==> src/rtl/semaforo_pkg.sv <==
// Shared state encoding and sizing helpers for the traffic-light controller.
// Build option: SEMAFORO_PEDESTRE_EN enables the pedestrian phase.
package semaforo_pkg;

  typedef enum logic [2:0] {
    VERDE      = 3'd0,
    AMARELO    = 3'd1,
    TODOS_VERM = 3'd2,
    PEDESTRE   = 3'd3,
    PISCA      = 3'd4
  } estado_t;

  function automatic int timer_max(input int a, input int b, input int c,
                                   input int d, input int e);
    int m;
    m = a;
    if (b > m) m = b;
    if (c > m) m = c;
    if (d > m) m = d;
    if (e > m) m = e;
    return m;
  endfunction

  // The counter holds "cycles remaining minus one", so T-1 must fit.
  function automatic int cnt_width(input int t_max);
    return (t_max <= 2) ? 1 : $clog2(t_max);
  endfunction

  function automatic int idx_width(input int n);
    return (n <= 2) ? 1 : $clog2(n);
  endfunction

endpackage

==> src/rtl/semaforo_rr.sv <==
// Round-robin next-approach picker: first approach with demand, scanning
// from active+1 and wrapping; active+1 when nobody is waiting.
module semaforo_rr
  import semaforo_pkg::*;
#(
  parameter int N_VIAS = 2,
  parameter int W      = idx_width(N_VIAS)
) (
  input  logic [N_VIAS-1:0] carro,
  input  logic [W-1:0]      active,
  output logic [W-1:0]      next_way
);

  logic [W-1:0] cand [N_VIAS];

  // cand[gi] is (active + gi + 1) mod N_VIAS, i.e. the scan order.
  generate
    for (genvar gi = 0; gi < N_VIAS; gi++) begin : g_cand
      logic [W:0] sum;
      assign sum      = {1'b0, active} + (W+1)'(gi + 1);
      assign cand[gi] = (sum >= (W+1)'(N_VIAS)) ? W'(sum - (W+1)'(N_VIAS)) : W'(sum);
    end
  endgenerate

  always_comb begin
    next_way = cand[0];
    for (int i = N_VIAS - 1; i >= 0; i--) begin
      if (carro[cand[i]]) next_way = cand[i];
    end
  end

endmodule

==> src/rtl/semaforo_ctrl.sv <==
// Multi-approach traffic-light controller with night flash and optional
// pedestrian phase (enabled by defining SEMAFORO_PEDESTRE_EN).
module semaforo_ctrl
  import semaforo_pkg::*;
#(
  parameter int N_VIAS    = 2,
  parameter int T_VERDE   = 8,
  parameter int T_AMARELO = 3,
  parameter int T_TV      = 2,
  parameter int T_PISCA   = 4,
  parameter int T_PED     = 6
) (
  input  logic              clk,
  input  logic              rst,
  input  logic [N_VIAS-1:0] carro,
  input  logic              noite,
  input  logic              ped_req,
  output logic [N_VIAS-1:0] verde,
  output logic [N_VIAS-1:0] amarelo,
  output logic [N_VIAS-1:0] vermelho,
  output logic              ped_verde
);

  localparam int T_MAX = timer_max(T_VERDE, T_AMARELO, T_TV, T_PISCA, T_PED);
  localparam int CNT_W = cnt_width(T_MAX);
  localparam int WAY_W = idx_width(N_VIAS);

  localparam logic [CNT_W-1:0] LD_VERDE   = CNT_W'(T_VERDE - 1);
  localparam logic [CNT_W-1:0] LD_AMARELO = CNT_W'(T_AMARELO - 1);
  localparam logic [CNT_W-1:0] LD_TV      = CNT_W'(T_TV - 1);
  localparam logic [CNT_W-1:0] LD_PISCA   = CNT_W'(T_PISCA - 1);
  localparam logic [CNT_W-1:0] LD_PED     = CNT_W'(T_PED - 1);

  estado_t           state_reg, state_next;
  logic [WAY_W-1:0]  way_reg, way_next;
  logic [CNT_W-1:0]  cnt_reg, cnt_next;
  logic              flash_reg, flash_next;
  logic              start_reg, start_next;
  logic [WAY_W-1:0]  rr_way;
  logic [N_VIAS-1:0] way_mask;
  logic              others;
  logic              pend;

`ifdef SEMAFORO_PEDESTRE_EN
  logic pend_reg, pend_next;
  assign pend = pend_reg;
`else
  logic ped_unused;
  assign pend       = 1'b0;
  assign ped_unused = ped_req;
`endif

  semaforo_rr #(
    .N_VIAS(N_VIAS),
    .W     (WAY_W)
  ) u_rr (
    .carro   (carro),
    .active  (way_reg),
    .next_way(rr_way)
  );

  assign way_mask = N_VIAS'(1) << way_reg;
  assign others   = |(carro & ~way_mask);

  always_ff @(posedge clk) begin
    if (rst) begin
      state_reg <= TODOS_VERM;
      way_reg   <= '0;
      cnt_reg   <= LD_TV;
      flash_reg <= 1'b0;
      start_reg <= 1'b1;
`ifdef SEMAFORO_PEDESTRE_EN
      pend_reg  <= 1'b0;
`endif
    end else begin
      state_reg <= state_next;
      way_reg   <= way_next;
      cnt_reg   <= cnt_next;
      flash_reg <= flash_next;
      start_reg <= start_next;
`ifdef SEMAFORO_PEDESTRE_EN
      pend_reg  <= pend_next;
`endif
    end
  end

  // start_reg forces the next green onto way 0 (after reset or night flash).
  always_comb begin
    state_next = state_reg;
    way_next   = way_reg;
    cnt_next   = (cnt_reg == '0) ? '0 : cnt_reg - CNT_W'(1);
    flash_next = flash_reg;
    start_next = start_reg;
`ifdef SEMAFORO_PEDESTRE_EN
    pend_next  = pend_reg | ped_req;
`endif
    unique case (state_reg)
      VERDE: begin
        if (noite || (cnt_reg == '0 && (others || pend))) begin
          state_next = AMARELO;
          cnt_next   = LD_AMARELO;
        end
      end
      AMARELO: begin
        if (cnt_reg == '0) begin
          state_next = TODOS_VERM;
          cnt_next   = LD_TV;
        end
      end
      TODOS_VERM: begin
        if (cnt_reg == '0) begin
          if (noite) begin
            state_next = PISCA;
            cnt_next   = LD_PISCA;
            flash_next = 1'b1;
          end else if (pend) begin
            state_next = PEDESTRE;
            cnt_next   = LD_PED;
`ifdef SEMAFORO_PEDESTRE_EN
            pend_next  = ped_req;
`endif
          end else begin
            state_next = VERDE;
            cnt_next   = LD_VERDE;
            way_next   = start_reg ? '0 : rr_way;
            start_next = 1'b0;
          end
        end
      end
      PEDESTRE: begin
        if (cnt_reg == '0) begin
          state_next = TODOS_VERM;
          cnt_next   = LD_TV;
        end
      end
      PISCA: begin
        if (!noite) begin
          state_next = TODOS_VERM;
          cnt_next   = LD_TV;
          flash_next = 1'b0;
          start_next = 1'b1;
        end else if (cnt_reg == '0) begin
          flash_next = ~flash_reg;
          cnt_next   = LD_PISCA;
        end
      end
      default: begin
        state_next = TODOS_VERM;
        cnt_next   = LD_TV;
      end
    endcase
  end

  always_comb begin
    verde     = '0;
    amarelo   = '0;
    vermelho  = '1;
    ped_verde = 1'b0;
    unique case (state_reg)
      VERDE: begin
        vermelho[way_reg] = 1'b0;
        verde[way_reg]    = 1'b1;
      end
      AMARELO: begin
        vermelho[way_reg] = 1'b0;
        amarelo[way_reg]  = 1'b1;
      end
      PEDESTRE: begin
`ifdef SEMAFORO_PEDESTRE_EN
        ped_verde = 1'b1;
`endif
      end
      PISCA: begin
        vermelho = '0;
        amarelo  = {N_VIAS{flash_reg}};
      end
      default: ;
    endcase
  end

endmodule

==> config.mk <==
export PLATFORM = sky130hd
export DESIGN_NAME = semaforo_ctrl
export DESIGN_NICKNAME = d
export VERILOG_FILES = /design/src/rtl/semaforo_pkg.sv /design/src/rtl/semaforo_rr.sv /design/src/rtl/semaforo_ctrl.sv
export SDC_FILE = /design/constraint.sdc
export NUM_CORES = 1
export LEC_CHECK = 0
export ABC_AREA = 1
export CAP_MARGIN = 20
export CORE_MARGIN = 5
export CORE_UTILIZATION = 44
export CTS_CLUSTER_SIZE = 24
export DETAILED_ROUTE_END_ITERATION = 16
export PLACE_DENSITY = 0.84
export SLEW_MARGIN = 20
export SYNTH_ARGS = -nofsm -noshare
export SYNTH_HDL_FRONTEND = slang
export SYNTH_HIERARCHICAL = 1
export SYNTH_SLANG_ARGS = --single-unit
==> constraint.sdc <==
create_clock -name clk -period 1.2 [get_ports clk]
set_clock_uncertainty 0.2 [all_clocks]
set_input_delay 0.24 -clock clk [delete_from_list [all_inputs] [get_ports clk]]
set_output_delay 0.24 -clock clk [all_outputs]
set_load 0.03 [all_outputs]
Yosys cells after proc, flatten, opt, wreduce, memory -nomap -nowiden
Index checks and enable logic that the tools add are counted. W data, S select, Z words.

Flip-flop bits (word level): 9. Input port bits: 6. Output and inout bits: 7. Word-level logic and storage cells: 83.

Add/sub/neg operators: 5. Magnitude comparators: 6. Equality and inequality tests: 11. Shifts and indexed selects: 1. Multiplexer cells: 37. Bitwise gates (word level): 5. Reductions and logical operators: 13.

Operators by type and width (count): $mux W3 (12); $pmux W3 S4 (2); $mux W1 (17); $reduce_and A4 Y1 (3); $ne A2 B2 Y1 const B (5); $pmux W2 S2 (2); $eq A3 B2 Y1 const B (2); $logic_not A3 Y1 (2); $lt A1 B2 Y1 const B (3); $reduce_or A2 Y1 (3); $ge A2 B2 Y1 const B (2); $not A2 Y2 (2); $pmux W1 S2 (2); $eq A3 B1 Y1 const B (1); $eq A3 B3 Y1 const B (1); $ne A3 B3 Y1 const B (1); $reduce_and A3 Y1 (1); $sub A3 B1 Y3 const B (1); $add A1 B1 Y2 const B (1); $add A1 B2 Y2 const B (1); $and A2 B2 Y2 (1); $logic_and A1 B1 Y1 (2); $mux W2 (1); $ne A2 B1 Y1 const B (1); 7 further kinds (9).

Depth between registers and ports, before layout
Depth in word-level cells: 8. Depth in mapped cells: 9.

By module
The synthesis kept the hierarchy.

By module, submodules not included: semaforo_ctrl (times used 1, cells an instance 100, area each 629.4 sq um); semaforo_rr (times used 1, cells an instance 6, area each 22.5 sq um).

Worst setup path before layout
Ideal clock, no wire load.

Path kind: reg-to-output. Start: register state_reg[2]. End: output amarelo[0]. Arrival time: 1.315 ns. Setup slack: -0.555 ns. Stages on the path, launching flop included: 7. Path buffers: 1. Cell sequence: dfxtp_1 -> buf_6 -> clkinv_4 -> nand2_4 -> inv_1 -> nand2_1 -> o21ai_0.

Longest elaborated chain between the ends: 2.

Ends and longest elaborated chain: start: declaration (RTL line semaforo_ctrl.sv:34) `estado_t state_reg, state_next;`; start signal: assignment (RTL line semaforo_ctrl.sv:76) `state_reg <= state_next;`; $eq A3 B3 Y1 / $eq A3 B1 Y1 (equally long branches) (RTL line semaforo_ctrl.sv:159) `unique case (state_reg)`; $pmux W2 S2 * (RTL line semaforo_ctrl.sv:159); end: declaration (RTL line semaforo_ctrl.sv:19) `output logic [N_VIAS-1:0] amarelo,`.

Mark *: on every way between the ends. The rest lies on a longest branch, timed or not.

Worst setup path in the final report
Start: register state_reg[1]. End: output amarelo[1].

Same word-level chain as after synthesis.

==> summary by stage <==
Power
The maximum ir drop on the vdd rail is 0.00208 V. The fraction of power spent switching nets is 0.534. The leakage power is 0.596 nW.

Of the total power, combinational logic draws 0.755. The net switching power of the design is 1.90 mW. The final total power is 3.56 mW. The internal power of the cells totals 1.66 mW.

The share of total power dissipated in sequential elements is 0.165. In this run the power density over the cells is 2730 mW/mm². Of the total power, the clock network draws 0.080.

Drt
The detailed router put a total of 1380 µm of wire on met1. After the first detailed-routing iteration, the DRC count stood at 69. The top layer used by detailed routing is met4. The number of vias after detailed routing is 1041. The via density per instance is 6.35. The overall routed net length is 3940 µm. The sum of met3 wire segment lengths after detailed routing is 409 µm. The remaining antenna violation count after routing is 0. Dividing the detail-routed wire length by the instance count gives 24.0 µm. The pre-antenna-repair detailed-routing pass consisted of 6 iterations. The met2 wire length is 1860 µm. The residual DRC count is 0.

GRT
The total routing resource utilization after global routing is 0.237. The number of global-route vias before repair is 957. The first global-routing pass estimated 4300 µm of wire. After global routing the overflow that remains totals 0. The largest net degree at the start of global routing is 7.

The initial antenna violation count is 0.

Place
The routability congestion estimate from global placement is 0.846. The HPWL after detailed placement is 1500 µm. Including well taps, the total number of placed cells is 148. In this run the tool buffered the top-level ports with 10 buffer cells.

Worst hold path
The min-delay analysis places its worst path in the category reg -> reg.

Yosys
After synthesis, the netlist uses 22 different library cells. The dominant cell type by area after synthesis is sky130_fd_sc_hd__dfxtp_1. The post-synthesis sequential element count is 9. Sorting the synthesized cells by area gives the leading types as sky130_fd_sc_hd__dfxtp_1, sky130_fd_sc_hd__nand2_1, sky130_fd_sc_hd__inv_1.

The cell count after synthesis came out at 106. The share of the synthesized area in the top cell type is 0.276. The average instance in the mapped netlist occupies 6.15 µm². In this run the cell area of the synthesized design comes to 652 µm². The portion of the post-synthesis area used by sequential elements is 0.276. The number of nets handed over by synthesis was 112. The Yosys step of the flow raised 6 warnings.

Worst setup path
The largest driver fanout on the critical path is 4. The critical path starts at state_reg[1]$_SDFFE_PP1P_. The setup slack of the most critical reg-to-reg path is -0.42 ns. The most critical setup path has its endpoint at amarelo[1]. The worst setup path is of the reg -> out kind.

For the worst setup path, the data arrival time is 1.32 ns. Measured in cells, the most critical reg-to-reg path has a length of 9. STA classifies the critical path startpoint as a flip-flop. The launch point of the worst reg-to-reg path is state_reg[1]$_SDFFE_PP1P_. The terminus of the critical flop-to-flop path is flash_reg$_SDFFE_PP0P_. The data required time at the worst endpoint is 0.76 ns. STA classifies the critical path endpoint as an output pin.

Finish
From synthesis to final layout, the design area changed by 100%. The finished layout holds 164 standard cells, fillers aside. After filler insertion, the fill cell instance count of the layout stands at 28. The utilization of the core after routing is 0.967. The final layout contains 156 nets. The top cell types in the final layout, fill and taps aside, are sky130_fd_sc_hd__buf_4, sky130_fd_sc_hd__nand2_1, sky130_fd_sc_hd__nand2_2. The most frequent standard cell in the layout excluding fill and tap cells is sky130_fd_sc_hd__buf_4.

The diode insertion count for antenna repair is 0. Of the cells placed in the final design, the portion with a size suffix greater than 1 is 0.671. Summing all multi-input logic gate instances after layout gives 601 µm². The footprint of the flip-flops and latches is 195 µm².

Clocking
TritonCTS built the clock tree. The post-CTS clock slew at the launch and capture registers of the worst setup and hold paths is 0.08 ns. Clock latency on the worst-skew pair, taken at its later pin, is 0.28 ns. In this run the clock root is driven by a sky130_fd_sc_hd__clkbuf_4. The number of levels in the clock H-tree is 1.

Counting every sink on the clock net gives 9. Counting along the longest clock path gives a buffer depth of 2. Counting the buffers created by CTS gives 3.

STA
The setup slack of the critical path after layout is -0.556 ns. The count of final hold-check violations is 0. The setup TNS is -5.88 ns. For this run, the top clock speed supported by timing is 569 MHz.

Setup violations remaining at the end of the flow were counted as 15. The final critical-path required period is 1.76 ns. The final cycle utilization of the critical path is 1.46. Setup repair after global routing could not meet its margin everywhere. The max-slew violation total from the final report is 0. Across all hold checks on the routed design, the worst slack comes to 0.320 ns.

Die
From bottom edge to top edge, the die measures 48.5 µm. For this configuration, the core starts out at a cell density of 0.483. The die width is 48.5 µm. The die covers 0.00235 mm².

The number of I/O pins is 13. After floorplanning, the core was sized to cover 0.00135 mm². The initialized floorplan defines 13 standard-cell rows.

Status
The checks that failed: negative setup slack. The flow ran to the end, but the final reports show violations.

Flow run
Max-cap violations in this run came to 0.
metrics by stage:
step	area (µm²)	worst slack [ns]
floorplan	757	-0.166
finish	1310	-0.556
global route	1310	-0.570
CTS	1170	-0.446
detailed placement	997	-0.432
global placement	997	-0.389
critical path, stage by stage, from the launching register on:
cell	delay, ns
sky130_fd_sc_hd__dfxtp_4	0.39
sky130_fd_sc_hd__nor2_4	0.14
sky130_fd_sc_hd__nand2_2	0.09
sky130_fd_sc_hd__inv_2	0.09
sky130_fd_sc_hd__nand2_4	0.08
sky130_fd_sc_hd__o31ai_4	0.07
sky130_fd_sc_hd__buf_6	0.17
repair_timing:
action,CTS,global route
endpoints found under the hold margin,0,0
hold buffers,0,0
gates cloned,0,0
setup buffers,7,6
resized for setup,31,25
pin swaps,10,10
setup endpoints to repair,15,15
metal layers:
metal / vias to the layer above / GRT usage
met2: 109 / 0.398
met1: 479 / 0.256
met5: - / 0
met3: 35 / 0.0581
met4: 0 / 0.161
li1: 418 / -
cell type report:
class	instances	share of cell area
multi-input combinational	76	0.460
timing repair buffer	41	0.284
sequential	9	0.150
inverter	19	0.0719
clock buffer	4	0.0201
tap	15	0.0144
kinds of logic (layout without fill, tap and decap cells):
kind of cell,after synthesis,after routing,synth area share
AND/OR/NAND/NOR,59,59,0.441
buffers and inverters,21,64,0.146
AO/OA/AOI/OAI,16,16,0.131
flip-flops,9,9,0.276
other,1,1,0.00575
Yosys cell counts (all sizes together):
cell    instances
nand2          31
inv            18
nor2           16
nand3          10
dfxtp           9
a21oi           7
o21ai           7
buf             2
clkinv          1
conb            1
nand3b          1
nand4           1
o211ai          1
o31ai           1
how the worst min path moves through the flow:
| stage | startpoint | endpoint | cells past startpoint |
|---|---|---|---|
| global route | start_reg$_SDFFE_PP1P_ | start_reg$_SDFFE_PP1P_ | 2 |
| floorplan | rst | state_reg[0]$_SDFFE_PP0P_ | 1 |
| detailed placement | flash_reg$_SDFFE_PP0P_ | flash_reg$_SDFFE_PP0P_ | 2 |
| global placement | start_reg$_SDFFE_PP1P_ | start_reg$_SDFFE_PP1P_ | 2 |
| finish | start_reg$_SDFFE_PP1P_ | start_reg$_SDFFE_PP1P_ | 2 |
| CTS | start_reg$_SDFFE_PP1P_ | start_reg$_SDFFE_PP1P_ | 2 |
power groups by stage:
stage | clock [mW] | combinational [mW] | sequential, mW
2_1_floorplan | 0 | 1.18 | 0.524
3_3_place_gp | 0 | 1.67 | 0.535
3_5_place_dp | 0 | 1.73 | 0.541
4_1_cts | 0.260 | 2.04 | 0.548
5_1_grt | 0.290 | 2.80 | 0.584
6_report | 0.286 | 2.69 | 0.586
Note: power is estimated with default switching activity, not from simulation.
